$ cat src/rtl/btb_assoc_if.sv
// Lookup and resolve bundle for the set-associative BTB.
// The fetch/branch-stack side drives it as master; the BTB is the slave.
interface btb_assoc_if #(
    parameter int NUM_PORTS = 2,
    parameter int ADDR_BITS = 32
);
    logic [NUM_PORTS-1:0]                lookup_valid;
    logic [NUM_PORTS-1:0][ADDR_BITS-1:0] lookup_pc;
    logic [NUM_PORTS-1:0]                btb_hit;
    logic [NUM_PORTS-1:0][ADDR_BITS-1:0] target_pc;
    logic                                resolve_valid;
    logic [ADDR_BITS-1:0]                resolve_pc;
    logic [ADDR_BITS-1:0]                resolve_target;
    logic                                resolve_taken;

    modport master (
        output lookup_valid, lookup_pc, resolve_valid, resolve_pc, resolve_target, resolve_taken,
        input  btb_hit, target_pc
    );

    modport slave (
        input  lookup_valid, lookup_pc, resolve_valid, resolve_pc, resolve_target, resolve_taken,
        output btb_hit, target_pc
    );
endinterface

$ cat src/rtl/btb_assoc.sv
// Set-associative branch target buffer: multi-port same-cycle lookup, one resolve per cycle, true LRU.
// Define BTB_BYPASS_EN to forward a same-cycle resolve onto matching lookups.
module btb_assoc #(
    parameter int NUM_PORTS = 2,
    parameter int NUM_SETS  = 16,
    parameter int NUM_WAYS  = 4,
    parameter int TAG_BITS  = 10,
    parameter int ADDR_BITS = 32
) (
    input  logic        clock,
    input  logic        reset,
    btb_assoc_if.slave  bus
);
    localparam int IDX_BITS = $clog2(NUM_SETS);
    localparam int AGE_BITS = $clog2(NUM_WAYS);

    typedef logic [NUM_WAYS-1:0][AGE_BITS-1:0] ages_t;

    logic [NUM_WAYS-1:0]  valid_reg  [NUM_SETS];
    logic [TAG_BITS-1:0]  tag_reg    [NUM_SETS][NUM_WAYS];
    logic [ADDR_BITS-1:0] target_reg [NUM_SETS][NUM_WAYS];
    ages_t                age_reg    [NUM_SETS];
    ages_t                age_next   [NUM_SETS];

    logic [NUM_PORTS-1:0] raw_hit;
    logic [AGE_BITS-1:0]  hit_way [NUM_PORTS];
    logic [IDX_BITS-1:0]  lk_set  [NUM_PORTS];

    logic [IDX_BITS-1:0]  res_set;
    logic [TAG_BITS-1:0]  res_tag;
    logic                 res_hit;
    logic [AGE_BITS-1:0]  res_way;
    logic [AGE_BITS-1:0]  victim;
    logic [AGE_BITS-1:0]  wr_way;
    logic                 unused_bits;

    assign res_set     = bus.resolve_pc[2 +: IDX_BITS];
    assign res_tag     = bus.resolve_pc[2+IDX_BITS +: TAG_BITS];
    assign unused_bits = ^{bus.lookup_pc, bus.resolve_pc};

    // Ways younger than the touched one age by one; the touched way becomes MRU.
    function automatic ages_t touch(ages_t ages, logic [AGE_BITS-1:0] way);
        ages_t r;
        r = ages;
        for (int i = 0; i < NUM_WAYS; i++) begin
            if (ages[i] < ages[way]) begin
                r[i] = ages[i] + 1'b1;
            end
        end
        r[way] = '0;
        return r;
    endfunction

    generate
        for (genvar gi = 0; gi < NUM_PORTS; gi++) begin : g_port
            logic [IDX_BITS-1:0]  set_idx;
            logic [TAG_BITS-1:0]  tag;
            logic [NUM_WAYS-1:0]  match;
            logic [ADDR_BITS-1:0] way_target;
            logic [AGE_BITS-1:0]  way;
            logic                 hit;
            logic [ADDR_BITS-1:0] out_target;

            assign set_idx = bus.lookup_pc[gi][2 +: IDX_BITS];
            assign tag     = bus.lookup_pc[gi][2+IDX_BITS +: TAG_BITS];

            // Tags are unique within a set, so OR-ing the matching ways selects one.
            always_comb begin
                match      = '0;
                way_target = '0;
                way        = '0;
                for (int w = 0; w < NUM_WAYS; w++) begin
                    match[w] = valid_reg[set_idx][w] && (tag_reg[set_idx][w] == tag);
                    if (match[w]) begin
                        way_target = way_target | target_reg[set_idx][w];
                        way        = way | AGE_BITS'(w);
                    end
                end
            end

            assign raw_hit[gi] = bus.lookup_valid[gi] && (|match);
            assign hit_way[gi] = way;
            assign lk_set[gi]  = set_idx;

            always_comb begin
                hit        = raw_hit[gi];
                out_target = way_target;
`ifdef BTB_BYPASS_EN
                if (bus.resolve_valid && bus.lookup_valid[gi] &&
                    (res_set == set_idx) && (res_tag == tag)) begin
                    hit        = bus.resolve_taken;
                    out_target = bus.resolve_target;
                end
`endif
                if (reset || !hit) begin
                    hit        = 1'b0;
                    out_target = '0;
                end
            end

            assign bus.btb_hit[gi]   = hit;
            assign bus.target_pc[gi] = out_target;
        end
    endgenerate

    always_comb begin
        res_hit = 1'b0;
        res_way = '0;
        for (int w = 0; w < NUM_WAYS; w++) begin
            if (valid_reg[res_set][w] && (tag_reg[res_set][w] == res_tag)) begin
                res_hit = 1'b1;
                res_way = res_way | AGE_BITS'(w);
            end
        end
    end

    // Lookup touches go first in port order; the resolve then picks its victim
    // from those post-touch ages and takes the final MRU slot.
    always_comb begin
        ages_t set_ages;
        logic  free_found;
        for (int s = 0; s < NUM_SETS; s++) begin
            age_next[s] = age_reg[s];
        end
        for (int p = 0; p < NUM_PORTS; p++) begin
            if (raw_hit[p]) begin
                age_next[lk_set[p]] = touch(age_next[lk_set[p]], hit_way[p]);
            end
        end
        set_ages   = age_next[res_set];
        free_found = 1'b0;
        victim     = '0;
        for (int w = 0; w < NUM_WAYS; w++) begin
            if (!free_found && !valid_reg[res_set][w]) begin
                free_found = 1'b1;
                victim     = AGE_BITS'(w);
            end
        end
        if (!free_found) begin
            for (int w = 0; w < NUM_WAYS; w++) begin
                if (set_ages[w] == AGE_BITS'(NUM_WAYS-1)) begin
                    victim = AGE_BITS'(w);
                end
            end
        end
        wr_way = res_hit ? res_way : victim;
        if (bus.resolve_valid && bus.resolve_taken) begin
            age_next[res_set] = touch(set_ages, wr_way);
        end
    end

    always_ff @(posedge clock) begin
        if (reset) begin
            for (int s = 0; s < NUM_SETS; s++) begin
                valid_reg[s] <= '0;
                for (int w = 0; w < NUM_WAYS; w++) begin
                    age_reg[s][w] <= AGE_BITS'(w);
                end
            end
        end else begin
            for (int s = 0; s < NUM_SETS; s++) begin
                age_reg[s] <= age_next[s];
            end
            if (bus.resolve_valid) begin
                if (bus.resolve_taken) begin
                    valid_reg[res_set][wr_way]  <= 1'b1;
                    tag_reg[res_set][wr_way]    <= res_tag;
                    target_reg[res_set][wr_way] <= bus.resolve_target;
                end else if (res_hit) begin
                    valid_reg[res_set][res_way] <= 1'b0;
                end
            end
        end
    end
endmodule

$ cat src/flat_wrapper.sv
// flat-port wrapper written by rule: the top's interface ports become plain ports
module btb_assoc_flat 
#(
    parameter int NUM_PORTS = 2,
    parameter int NUM_SETS  = 16,
    parameter int NUM_WAYS  = 4,
    parameter int TAG_BITS  = 10,
    parameter int ADDR_BITS = 32
)
  (clock, reset, bus_lookup_valid, bus_lookup_pc, bus_resolve_valid, bus_resolve_pc, bus_resolve_target, bus_resolve_taken, bus_btb_hit, bus_target_pc);
  btb_assoc_if #(.NUM_PORTS(NUM_PORTS), .ADDR_BITS(ADDR_BITS)) bus_i ();
  input  logic clock;
  input  logic reset;
  input wire logic [$bits(bus_i.lookup_valid)-1:0] bus_lookup_valid;
  input wire logic [$bits(bus_i.lookup_pc)-1:0] bus_lookup_pc;
  input wire logic [$bits(bus_i.resolve_valid)-1:0] bus_resolve_valid;
  input wire logic [$bits(bus_i.resolve_pc)-1:0] bus_resolve_pc;
  input wire logic [$bits(bus_i.resolve_target)-1:0] bus_resolve_target;
  input wire logic [$bits(bus_i.resolve_taken)-1:0] bus_resolve_taken;
  output wire logic [$bits(bus_i.btb_hit)-1:0] bus_btb_hit;
  output wire logic [$bits(bus_i.target_pc)-1:0] bus_target_pc;
  assign bus_i.lookup_valid = bus_lookup_valid;
  assign bus_i.lookup_pc = bus_lookup_pc;
  assign bus_i.resolve_valid = bus_resolve_valid;
  assign bus_i.resolve_pc = bus_resolve_pc;
  assign bus_i.resolve_target = bus_resolve_target;
  assign bus_i.resolve_taken = bus_resolve_taken;
  assign bus_btb_hit = bus_i.btb_hit;
  assign bus_target_pc = bus_i.target_pc;
  btb_assoc #(.NUM_PORTS(NUM_PORTS), .NUM_SETS(NUM_SETS), .NUM_WAYS(NUM_WAYS), .TAG_BITS(TAG_BITS), .ADDR_BITS(ADDR_BITS)) u_core (.clock(clock), .reset(reset), .bus(bus_i));
endmodule
$ cat config.mk
export PLATFORM = sky130hd
export DESIGN_NAME = btb_assoc_flat
export DESIGN_NICKNAME = d
export VERILOG_FILES = /design/src/rtl/btb_assoc_if.sv /design/src/rtl/btb_assoc.sv /design/src/flat_wrapper.sv
export SDC_FILE = /design/constraint.sdc
export NUM_CORES = 2
export LEC_CHECK = 0
export ABC_AREA = 0
export CORE_MARGIN = 2
export CORE_UTILIZATION = 40
export CTS_BUF_LIST = sky130_fd_sc_hd__clkbuf_4 sky130_fd_sc_hd__clkbuf_8 sky130_fd_sc_hd__clkbuf_16
export CTS_CLUSTER_SIZE = 20
export DETAILED_ROUTE_END_ITERATION = 6
export PLACE_DENSITY = 0.59
export RECOVER_POWER = 50
export SYNTH_ARGS = -nofsm -noshare
export SYNTH_HDL_FRONTEND = slang
export SYNTH_SLANG_ARGS = --single-unit
$ cat constraint.sdc
create_clock -name clock -period 12.32 [get_ports clock]
set_clock_uncertainty 0.05 [all_clocks]
set_input_delay 1.848 -clock clock [delete_from_list [all_inputs] [get_ports clock]]
set_output_delay 1.848 -clock clock [all_outputs]
set_load 0.01 [all_outputs]
After elaboration in Yosys (flattened, before gate mapping)
Memory sizes are Yosys's and may differ from the RTL's.
Cells that the tools add are included.
{"block": "op_classes", "n_mux": 140, "n_mul": 0, "n_eq_ne": 16, "add_sub_neg": 12, "reduce_logical": 38, "n_bitwise": 36, "order_cmp": 28, "shift": 0, "div": 0}
{"operator": "2-to-1 mux 128 bit", "n": 4}
{"operator": "bitwise mux 128 bit", "n": 3}
{"operator": "2-to-1 mux 32 bit", "n": 11}
{"operator": "2-to-1 mux 8 bit", "n": 25}
{"operator": "bitwise OR 32 bit", "n": 6}
{"operator": "equality test 10 bit", "n": 12}
{"operator": "binary-select mux 8 bit (select 4 bit)", "n": 3}
{"operator": "demux 8 bit (select 4 bit)", "n": 3}
{"operator": "2-to-1 mux 2 bit", "n": 44}
{"operator": "demux 32 bit (select 2 bit)", "n": 1}
{"operator": "2-to-1 mux 40 bit", "n": 1}
{"operator": "2-to-1 mux 1 bit", "n": 30}
{"operator": "logical AND 1 bit", "n": 26}
{"operator": "adder 2 x 1 -> 2 bit, second input constant", "n": 12}
{"operator": "bitwise AND 8 bit", "n": 3}
{"operator": "less-than comparator 2 bit", "n": 12}
{"operator": "NOT 8 bit", "n": 3}
{"operator": "demux 10 bit (select 2 bit)", "n": 1}
{"operator": "2-to-1 mux 4 bit", "n": 5}
{"operator": "bitwise OR 1 bit", "n": 20}
{"operator": "greater-or-equal comparator 5 bit, second input constant", "n": 3}
{"operator": "less-than comparator 5 x 1 -> 1 bit, second input constant", "n": 3}
{"operator": "NOT 4 -> 5 bit", "n": 3}
{"operator": "binary-select mux 2 bit (select 2 bit)", "n": 3}
{"operator": "12 further kinds", "n": 33}
{"block": "word_totals", "mem_bits_ro": 0, "input_bits": 134, "reg_bits": 0, "mem_bits_rw": 2880, "mem_count": 4, "latch_bits": 0, "elab_cells": 274}
{"name": "u_core.target_reg", "depth": 16, "width": 128, "read_ports": 2, "rd_clocked_by_memory_dff": 0, "write_ports": 1, "line_no": "btb_assoc.sv:21", "rtl": "logic [ADDR_BITS-1:0] target_reg [NUM_SETS][NUM_WAYS];"}
{"name": "u_core.tag_reg", "depth": 16, "width": 40, "read_ports": 3, "rd_clocked_by_memory_dff": 0, "write_ports": 1, "line_no": "btb_assoc.sv:20", "rtl": "logic [TAG_BITS-1:0] tag_reg [NUM_SETS][NUM_WAYS];"}
{"name": "u_core.age_reg", "depth": 16, "width": 8, "read_ports": 16, "rd_clocked_by_memory_dff": 0, "write_ports": 16, "line_no": "btb_assoc.sv:22", "rtl": "ages_t age_reg [NUM_SETS];"}
{"name": "u_core.valid_reg", "depth": 16, "width": 4, "read_ports": 3, "rd_clocked_by_memory_dff": 0, "write_ports": 16, "line_no": "btb_assoc.sv:19", "rtl": "logic [NUM_WAYS-1:0] valid_reg [NUM_SETS];"}

Depth between registers and ports, before layout
An unclocked memory read counts as a cell.
{"block": "logic_depth", "ltp_word": 44, "depth_mapped": 49, "depth_no_buf": 39}

Least setup slack after synthesis
OpenSTA, ideal clock, no wires.
{"block": "synth_timing", "path_kind": "input-to-reg", "start": "input port bus_lookup_pc[5]", "end": "memory u_core.tag_reg[0][30] (netlist name), enable pin", "cell_stages": 40, "arrival_time_ps": 11532, "slack_ps": 297, "n_path_buf": 7, "setup_ps": 442, "cell_sequence": "buf_2 buf_2 buf_2 mux4_2 mux2i_1 xor2_1 nand2_1 a222oi_1 and3_1 a211oi_1 o21a_1 buf_4 o31a_1 clkbuf_1 a21o_1 mux4_2 o22ai_1 nor3_1 (+4 left out) inv_1 a221oi_1 nand3_1 nand3_1 or2_1 buf_6 o21ai_1 a2111o_1 nor4_2 nor2_1 ha_1 a21oi_1 o21ai_0 a41oi_1 and3_1 nand2_1 clkbuf_1 nor2_1"}
{"block": "synth_via", "elab_chain_cells": 41, "elab_cells_between_ends": 95, "classes_between": "8 x add/sub; 14 x order compare; 8 x eq/ne; 49 x mux; 5 x bitwise; 9 x reduce/logical; 2 x memory"}
{"item": "start, declared", "line_no": "flat_wrapper.sv:15", "rtl": "input wire logic [$bits(bus_i.lookup_pc)-1:0] bus_lookup_pc;"}
{"item": "memory read (16 x 40 bit)"}
{"item": "equality test 10 bit", "line_no": "btb_assoc.sv:73", "rtl": "match[w] = valid_reg[set_idx][w] && (tag_reg[set_idx][w] == tag);"}
{"item": "logical AND 1 bit", "line_no": "btb_assoc.sv:73"}
{"item": "2-to-1 mux 1 bit", "line_no": "btb_assoc.sv:74", "rtl": "if (match[w]) begin"}
{"item": "2-to-1 mux 2 bit (2 in series)", "line_no": "btb_assoc.sv:74"}
{"item": "binary-select mux 2 bit (select 2 bit) (tied with other cells)", "line_no": "btb_assoc.sv:46", "rtl": "if (ages[i] < ages[way]) begin"}
{"item": "2-to-1 mux 2 bit (implied by the code) / logical AND 1 bit (equally long branches)", "line_no": "btb_assoc.sv:46, btb_assoc.sv:50"}
{"item": "less-than comparator 2 bit / 2-to-1 mux 2 bit (equally long branches)", "line_no": "btb_assoc.sv:46, btb_assoc.sv:50"}
{"item": "(+24 left out)"}
{"item": "2-to-1 mux 2 bit (*)", "line_no": "btb_assoc.sv:139", "rtl": "if (!free_found) begin"}
{"item": "2-to-1 mux 2 bit (*)", "line_no": "btb_assoc.sv:146", "rtl": "wr_way = res_hit ? res_way : victim;"}
{"item": "NOT 2 -> 3 bit (implied by the code) (*)", "line_no": "btb_assoc.sv:167", "rtl": "tag_reg[res_set][wr_way] <= res_tag;"}
{"item": "greater-or-equal comparator 3 bit (implied by the code) / less-than comparator 3 x 1 -> 1 bit (equally long branches)", "line_no": "btb_assoc.sv:167"}
{"item": "logical AND 1 bit (implied by the code)", "line_no": "btb_assoc.sv:167"}
{"item": "2-to-1 mux 10 bit (implied by the code)", "line_no": "btb_assoc.sv:167"}
{"item": "demux 10 bit (select 2 bit) (*)", "line_no": "btb_assoc.sv:167"}
{"item": "2-to-1 mux 40 bit (implied by the code) (*)", "line_no": "btb_assoc.sv:167"}
{"item": "end, declared", "line_no": "btb_assoc.sv:20"}
Every way passes the cells marked *; elsewhere a longest branch is shown, timed or not. The select of a mux whose other input is x is not followed.

Worst setup path after layout
{"block": "layout_timing", "start": "input port bus_lookup_pc[5]", "end": "memory u_core.target_reg[8][18] (netlist name), enable pin"}
{"block": "layout_via", "elab_chain_cells": 41, "elab_cells_between_ends": 95, "classes_between": "8 x add/sub; 14 x order compare; 8 x eq/ne; 49 x mux; 5 x bitwise; 9 x reduce/logical; 2 x memory"}
{"item": "memory read (16 x 40 bit)"}
{"item": "equality test 10 bit", "line_no": "btb_assoc.sv:73"}
{"item": "logical AND 1 bit", "line_no": "btb_assoc.sv:73"}
{"item": "2-to-1 mux 1 bit", "line_no": "btb_assoc.sv:74"}
{"item": "2-to-1 mux 2 bit (2 in series)", "line_no": "btb_assoc.sv:74"}
{"item": "binary-select mux 2 bit (select 2 bit) (tied with other cells)", "line_no": "btb_assoc.sv:46"}
{"item": "2-to-1 mux 2 bit (implied by the code) / logical AND 1 bit (equally long branches)", "line_no": "btb_assoc.sv:46, btb_assoc.sv:50"}
{"item": "less-than comparator 2 bit / 2-to-1 mux 2 bit (equally long branches)", "line_no": "btb_assoc.sv:46, btb_assoc.sv:50"}
{"item": "(+24 left out)"}
{"item": "2-to-1 mux 2 bit (*)", "line_no": "btb_assoc.sv:139"}
{"item": "2-to-1 mux 2 bit (*)", "line_no": "btb_assoc.sv:146"}
{"item": "NOT 2 -> 3 bit (implied by the code) (*)", "line_no": "btb_assoc.sv:168", "rtl": "target_reg[res_set][wr_way] <= bus.resolve_target;"}
{"item": "greater-or-equal comparator 3 bit (implied by the code) / less-than comparator 3 x 1 -> 1 bit (equally long branches)", "line_no": "btb_assoc.sv:168"}
{"item": "logical AND 1 bit (implied by the code)", "line_no": "btb_assoc.sv:168"}
{"item": "2-to-1 mux 32 bit (implied by the code)", "line_no": "btb_assoc.sv:168"}
{"item": "demux 32 bit (select 2 bit) (*)", "line_no": "btb_assoc.sv:168"}
{"item": "2-to-1 mux 128 bit (implied by the code) (*)", "line_no": "btb_assoc.sv:168"}
{"item": "end, declared", "line_no": "btb_assoc.sv:21"}
Marks and branches as above.

==> metrics <==
First-pass DRT Iterations 7; GRT Util Overall 0.316; met1 Track Usage GR 0.425; max_cap viols 46; Worst Path Max Fanout 35; Least-Margin Pin Slew 3.69 ns; commonest non-fill, non-tap cell in the layout edfxtp_1; relative slew slack -1.46; Post-DRT Antenna Nets 0; R2R Setup Slk about 1.2 ns; min-delay worst type reg2reg; Yosys warnings 0; vias in the first global route a little under 100k; Yosys cell types approximately 120; Period minus WS final roughly 12 ns; cell mode on critical path buf_4; endpoint class of the critical path flip-flop; Post-Route WL 600 mm; Placed Area approximately 0.17 mm²; wire per inst a little over 40 µm; RSZ-0062 raised after global routing false; maximum root-to-sink buffer count 4; Initial Util 0.403; # IOs 200; CTS Root Cell clkbuf_16; crit path buf inv count 17; layout cells sized above 1 0.396; post-route cell area about 0.18 mm²; Final Max Tran Viols 2806; commonest non-fill, non-tap cells in the layout edfxtp_1 (2752), mux4_2 (1891), buf_4 (901); Crit-path slowest cell or4b_4; syn avg cell area 17.7 µm²; Hold Fails Final Rpt 0; Setup Fix Bufs, Post-CTS 0; via count approximately 100k; VDD IR-drop max roughly 0.12 mV; setup TNS 0 ns; final core utilization 0.480; Fmax achieved 0.0827 GHz; Post-Syn Nets 8535; dpl hpwl between 300 and 400 mm; failing checks DRC, capacitance limit, slew limit; CTS tree built; startpoint types input pin; final worst path period share 0.981; core area around 0.37 mm²; status complete, but fails checks; dominant synthesized flop cell edfxtp_1; Worst path depth 44; Die Y 614 µm; DR DRC count 1; Worst-Skew Late Latency between 0.9 and 1 ns; # clock sinks 2880; Setup CP Type in2reg; CP delay by family, top buffers and inverters; final net count around 9.5k; clock-pin slew on the worst setup and hold paths around 0.06 ns; area of the die roughly 0.38 mm²; max reg flops 2048; gr busiest metal met2; Seq/Total Area, Yosys 0.573; final setup violation count 0; initial antenna violation count 53; Post-Synthesis Cells between 8k and 9k; grt ovf 0; Critical Path RT roughly 13 ns; reg2reg end u_core.target_reg[8][18]; P per Cell Area about 130 mW/mm²; H-tree depth 5; register bit total from synthesis 2880; total power ~23 mW; area grow syn2layout 19.2%; total CTS buffers ~330; CP Launch Point bus_lookup_pc[5]; Post-synth EDFFs about 2.8k; worst slack at placement -0.528 ns; Async S/R FF share, synth 0; post-DR vias/cell between 6 and 7; routing usage on met3 0.0732; GP Congestion around 1.1; largest net degree at the start of global routing 119; arrival time at the worst endpoint roughly 13 ns; Final WS setup 0.233 ns; row cnt between 200 and 250; FF-to-FF Start u_core.tag_reg[14][33]; Fill cells between 30k and 40k; GR Util met2 0.490; Crit path largest cell delay ~0.69 ns; Leak about 57 nW; input/output buffers about 150; R2R depth 42; first-pass GRT wire length around 820 mm; Worst setup endpoint u_core.target_reg[8][18]; area of the mapped netlist 0.149 mm²; Initial DRC Count between 15k and 20k; Die W 614 µm
-- synthesized netlist by cell type (17+ instances only) --
library cell	number	share of area
and2_1	28	0.0012
nand2b_1	58	0.0024
o21ai_1	50	0.0017
mux2i_1	195	0.013
mux2_2	21	0.0016
buf_1	153	0.0039
o31ai_1	33	0.0017
nor2_1	419	0.011
nand3_1	93	0.0031
xnor2_1	111	0.0065
buf_2	58	0.0020
o211ai_1	69	0.0035
a21oi_1	144	0.0048
buf_6	27	0.0020
a311oi_1	18	0.0011
nor4_1	24	0.0010
dfxtp_1	128	0.017
a211o_1	22	0.0013
or3_1	42	0.0018
mux4_2	1891	0.29
and3_1	17	0.00072
clkbuf_1	448	0.011
a31oi_1	70	0.0029
edfxtp_1	2752	0.56
nor3_1	95	0.0032
nand2_1	399	0.010
a22oi_1	86	0.0043
nand4_1	47	0.0020
o21ai_0	142	0.0048
inv_1	155	0.0039
o22ai_1	97	0.0041
a211oi_1	90	0.0045
buf_4	22	0.0011
o21a_1	51	0.0026
-- repair_timing --
action,in CTS,in global routing
hold buffers,0,0
gates resized for setup,0,4
endpoints found under the setup margin,0,15
-- routing by layer --
metal,part of all wire,vias up
li1,-,37900
met1,0.38,52700
met2,0.46,6920
met3,0.11,1211
met4,0.052,6
met5,0.000052,-
-- worst min-delay path by stage --
stage                          start                    end  slack, ns  cells after the start
4_1_cts        u_core.age_reg[1][15]  u_core.age_reg[1][15]       0.71                      4
3_5_place_dp   u_core.age_reg[1][15]  u_core.age_reg[1][15]       0.70                      4
2_1_floorplan  u_core.age_reg[1][38]  u_core.age_reg[1][38]       0.58                      4
3_3_place_gp   u_core.age_reg[1][15]  u_core.age_reg[1][15]       0.71                      4
5_1_grt         u_core.age_reg[0][0]   u_core.age_reg[0][0]       0.80                      6
6_report       u_core.age_reg[1][15]  u_core.age_reg[1][15]       0.74                      4
-- per-stage QoR --
step           hold WS, ns  cells
2_1_floorplan        0.583   8393
3_3_place_gp         0.710  14000
3_5_place_dp         0.700  14000
4_1_cts              0.714  14600
5_1_grt              0.802  14600
6_report             0.736  14600
-- worst reg2reg max path, delay by kind of cell (launching register included) --
| family | cells | cell delay (ns) |
|---|---|---|
| compound gates | 14 | 3.09 |
| mux | 2 | 0.99 |
| simple gates | 9 | 2.78 |
| fa+ha+maj | 2 | 0.53 |
| buf+inv | 15 | 2.89 |
| flops | 1 | 0.41 |
-- power by group --
group	total (mW)	internal, mW	switching, mW
combinational	2.49	1.03	1.45
clock	9.92	5.79	4.12
sequential	10.8	10.8	0.0163
total	23.2	17.6	5.60
-- layout make-up --
class	instances	area (µm²)	share of cell area
sequential	2880	85200	0.481
multi-input combinational	4633	60300	0.340
timing repair buffer	1372	14200	0.0799
clock buffer	403	8920	0.0503
tap	4950	6190	0.0349
clock inverter	185	1790	0.0101
inverter	166	633	0.00357
antenna	26	65.1	0.000367
-- cell families after synthesis --
logic type	share of synthesized area
compound gates	0.0520
xor+xnor	0.00701
fa+ha+maj	0.000740
buf+inv	0.0250
flops	0.573
mux	0.302
simple gates	0.0407
No activity file was read; power rests on OpenSTA's default activity.
